### config.mk
export PLATFORM = sky130hd
export DESIGN_NAME = fact_accel_mm
export DESIGN_NICKNAME = d
export VERILOG_FILES = /design/src/rtl/fact_accel_mm.sv
export SDC_FILE = /design/constraint.sdc
export NUM_CORES = 1
export LEC_CHECK = 0
export CAP_MARGIN = 20
export CORE_UTILIZATION = 35
export CTS_CLUSTER_SIZE = 25
export DETAILED_ROUTE_END_ITERATION = 8
export GPL_TIMING_DRIVEN = 1
export PLACE_DENSITY = 0.58
export SLEW_MARGIN = 20
export SYNTH_ARGS = -nofsm -noshare
export SYNTH_HDL_FRONTEND = slang
export SYNTH_SLANG_ARGS = --single-unit
### constraint.sdc
create_clock -name clk -period 5.6 [get_ports clk]
set_input_delay 1.12 -clock clk [delete_from_list [all_inputs] [get_ports clk]]
set_output_delay 1.12 -clock clk [all_outputs]
set_load 0.005 [all_outputs]
### src/rtl/fact_accel_mm.sv
// Memory-mapped iterative factorial accelerator: one multiply step per busy cycle,
// saturating on overflow, with W1C status, interrupt and busy-cycle counter.
module fact_accel_mm #(
    parameter int NW = 4,
    parameter int RW = 32
) (
    input  logic        clk,
    input  logic        rst,
    input  logic        we,
    input  logic [2:0]  a,
    input  logic [31:0] wd,
    output logic [31:0] rd,
    output logic        irq
);

    typedef enum logic {IDLE = 1'b0, BUSY = 1'b1} state_t;

    state_t          state;
    state_t          state_nxt;

    logic [NW-1:0]   n_reg;
    logic            ie;
    logic            done;
    logic            ovf;
    logic            rej;
    logic [RW-1:0]   result;
    logic [31:0]     cycles;

    logic [RW-1:0]   acc;
    logic [NW-1:0]   cnt;
    logic [RW:0]     mul_q;

    logic            go;
    logic            busy;
    logic            start;
    logic            step;
    logic            finish;

    // Unused upper write-data bits, folded away so they are not flagged as dangling.
    logic            unused_wd;
    assign unused_wd = ^wd[31:NW] ^ wd[2];

    // Saturating multiply: MSB flags overflow, lower RW bits are the clamped product.
    function automatic logic [RW:0] sat_mul(input logic [RW-1:0] x, input logic [NW-1:0] k);
        logic [2*RW-1:0] p;
        p = (2*RW)'(x) * (2*RW)'(k);
        if (|p[2*RW-1:RW])
            sat_mul = {1'b1, {RW{1'b1}}};
        else
            sat_mul = {1'b0, p[RW-1:0]};
    endfunction

    assign go    = we && (a == 3'd1) && wd[0];
    assign mul_q = sat_mul(acc, cnt);

    always_ff @(posedge clk or posedge rst) begin
        if (rst)
            state <= IDLE;
        else
            state <= state_nxt;
    end

    always_comb begin
        state_nxt = state;
        case (state)
            IDLE:    if (go) state_nxt = BUSY;
            BUSY:    if (cnt <= NW'(1)) state_nxt = IDLE;
            default: state_nxt = IDLE;
        endcase
    end

    // A GO landing on the completion edge still sees BUSY and is rejected.
    always_comb begin
        busy   = (state == BUSY);
        start  = go && !busy;
        step   = busy && (cnt > NW'(1));
        finish = busy && (cnt <= NW'(1));
    end

    always_ff @(posedge clk) begin
        if (start) begin
            acc <= {{(RW-1){1'b0}}, 1'b1};
            cnt <= n_reg;
        end else if (step) begin
            acc <= mul_q[RW-1:0];
            cnt <= cnt - NW'(1);
        end
    end

    // Clears are applied before sets so a completion beats a same-edge W1C of done.
    always_ff @(posedge clk or posedge rst) begin
        if (rst) begin
            n_reg  <= '0;
            ie     <= 1'b0;
            done   <= 1'b0;
            ovf    <= 1'b0;
            rej    <= 1'b0;
            result <= '0;
            cycles <= '0;
        end else begin
            if (we && (a == 3'd0))
                n_reg <= wd[NW-1:0];
            if (we && (a == 3'd1))
                ie <= wd[1];
            if (we && (a == 3'd2)) begin
                if (wd[0]) done <= 1'b0;
                if (wd[1]) ovf  <= 1'b0;
                if (wd[3]) rej  <= 1'b0;
            end
            if (start) begin
                cycles <= '0;
                done   <= 1'b0;
                ovf    <= 1'b0;
            end
            if (busy)
                cycles <= cycles + 32'd1;
            if (step && mul_q[RW])
                ovf <= 1'b1;
            if (finish) begin
                result <= acc;
                done   <= 1'b1;
            end
            if (go && busy)
                rej <= 1'b1;
        end
    end

    always_comb begin
        rd = '0;
        case (a)
            3'd0:    rd[NW-1:0] = n_reg;
            3'd1:    rd[1]      = ie;
            3'd2:    rd[3:0]    = {rej, busy, ovf, done};
            3'd3:    rd[RW-1:0] = result;
            3'd4:    rd         = cycles;
            default: rd         = '0;
        endcase
    end

    assign irq = ie && done;

endmodule
==> impl_results.md <==
* GR Overflow Total at 0
* Synth area leader: dfrtp_1
* Ant diodes at 0
* Clock sink count at 109
* Critical path's largest stage delay at 0.55 ns
* Slew Viols, Final at 0
* Largest net degree at the start of global routing at 44
* WHS Path Cells at 1
* Vias per cell at 5.30
* Clock Tree Root: clkbuf_16
* Clock Latency Late Sink at 0.36 ns
* Largest delay contributor family on the critical path: adder cells
* Tmin final at 4.89 ns
* Area Overhead vs Synth at 11.5%
* Die height at 166 um
* Biggest regs: acc: 32 flops, cycles: 32 flops, result: 32 flops
* Via Count at 7,612
* Tightest Pin Transition at 0.887 ns
* Synth Register Bits at 109
* Slowest cell on the critical path: edfxtp_1
* Synth top area share at 19.4%
* Initial antenna violation count at 0
* CP arrival at 5.14 ns
* DRC violations left at 4
* Placer congestion estimate at 0.890
* Max Fanout on Critical Path at 14
* Die area at 0.0276 mm^2
* Crit-path cells: buf_4 > and2_1 > fa_1 > inv_1 > fa_1 > inv_1 > ha_1 > a211oi_2 > o31ai_1 > a21oi_1 > a2bb2oi_1 > nand3_1 > or3_1 > a211oi_4 > buf_4 > a31oi_1
* Async SR Flop Fraction at 67.0%
* Multi-input combinational cell area at 0.00614 mm^2
* Post-CTS Setup Bufs at 0
* Violated checks: design-rule violations
* Slew HR at 40.8%
* Status: finished, violations left
* Reg2Reg Depth at 16
* Worst path required time at 5.85 ns
* Most common cell after layout, fill and taps aside: inv_1
* Worst path buffer plus inverter count at 4
* Setup TNS Final at 0 ns
* Syn Area/Cell at 8.77 um^2
* Routed length per instance at 16.1 um
* Die W at 166 um
* Synth area leaders: dfrtp_1 (19%), fa_1 (13%), and2_1 (7.0%)
* Core Region at 0.0262 mm^2
* Min-delay worst type: reg2reg
* Boundary Pins at 71
* Storage element area at 0.00259 mm^2
* Post-Synthesis Cells at 1,074
* Row Count at 59
* Worst Setup Slack post-DPL at 0.759 ns
* Max_cap viols at 0
* Most frequent cells in the layout: inv_1 (118), and2_1 (105), nand2_1 (103)
* Clk pin slew, worst setup/hold paths at 0.08 ns
* Num CTS Buffers at 9
* CTS resizes at 0
* Tot GR Track Use at 17.3%
* Stages on worst setup path at 16
* Endpoint type of the worst setup path: flip-flop
* Post-Syn Nets at 1,215
* Post-CTS Hold Fix Bufs at 0
* Initial DRT Pass Iterations at 6
* Top FF cell, synth: dfrtp_1
* Startpoint Class: flip-flop
* Crit share post-route at 87.3%
* Post-synth EDFFs at 4
* H-tree depth at 3
* Input/output buffers at 42
* Initial DRC Count at 405
* Setup WS post-layout at 0.711 ns
* First-pass GRT wire length at 38.7 mm
* Setup CP Type: reg2reg
* Starting Density at 35.9%
* Final Hold Viols at 0
* Total routed wirelength at 23.1 mm
* Share of cells above drive strength 1 at 9.26%
* Nets@finish at 1,237
* Worst Skew at 0.0136 ns
* Vias in the first global route at 7,614
* Yosys Warn Count at 0
* Final Setup Violations at 0
* Dpl hpwl at 17.9 mm
* Fmax at 205 MHz
* Synth cell types at 63
* Filler cells at 2,594
* CTS tree: yes
* Mapped Area at 0.00941 mm^2
* Max clock buf depth at 2
* Detail Route Antenna Nets at 0
* RSZ-0062 raised after global routing: false
* Seq/Total Area, Yosys at 27.5%
[kinds of logic after synthesis]
logic type      after synthesis  share of synthesized area (%)
fa+ha+maj                   103                           18.5
flops                       109                           27.5
buf+inv                     173                           7.38
simple gates                349                           19.0
mux                          57                           6.58
compound gates              256                           18.6
xor+xnor                     27                           2.51
[synth_stat cells (all sizes together) (13+ instances only)]
library cell,instances
fa,60
nand4,13
xnor2,17
ha,43
nor3,14
o21ai,80
buf,13
inv,119
dfxtp,32
a22o,29
nor2,38
mux2,39
mux2i,18
and3,15
a21oi,49
and2,105
nand2,103
clkbuf,41
nand3,34
a31oi,15
dfrtp,73
o211ai,13
[worst paths after layout]
kind | startpoint | endpoint | slack [ns]
worst min-delay path | cycles[31] | cycles[31] | 0.49
worst max-delay path | cnt[1] | acc[11] | 0.71
max in group asynchronous | rst | cycles[8] | 3.38
worst max register to register | cnt[1] | acc[11] | 0.71
min in group asynchronous | rst | cycles[29] | 1.27
worst min register to register | cycles[31] | cycles[31] | 0.49
[per-stage QoR]
step | std cells | cell area (um^2) | hold WS, ns | util, %
floorplan | 1074 | 9410 | 0.445 | -
global placement | 1420 | 10200 | 0.462 | 38.9
detailed placement | 1420 | 10200 | 0.476 | 38.9
CTS | 1436 | 10500 | 0.486 | 40.1
global route | 1436 | 10500 | 0.506 | 40.1
finish | 1436 | 10500 | 0.486 | 40.1
[routing by layer]
layer	wire, um	track usage [%]	share of wire (%)	up-vias
met5	0	0	0	-
met4	230	3.86	1.0	0
met3	475	1.93	2.1	14
met2	10900	29.3	47	89
met1	11500	23.7	50	3758
li1	-	-	-	3751
[area by class of cell]
| class | count | share of cell area (%) |
|---|---|---|
| Multi-Input combinational cell | 792 | 58.5 |
| Sequential cell | 109 | 24.6 |
| Timing Repair Buffer | 65 | 5.77 |
| Inverter | 119 | 4.26 |
| Tap cell | 335 | 3.99 |
| Clock buffer | 10 | 2.18 |
| Clock inverter | 6 | 0.667 |
Power is not shown: default switching activity piles up to over one toggle a cycle in this logic, so the estimate is an artifact.
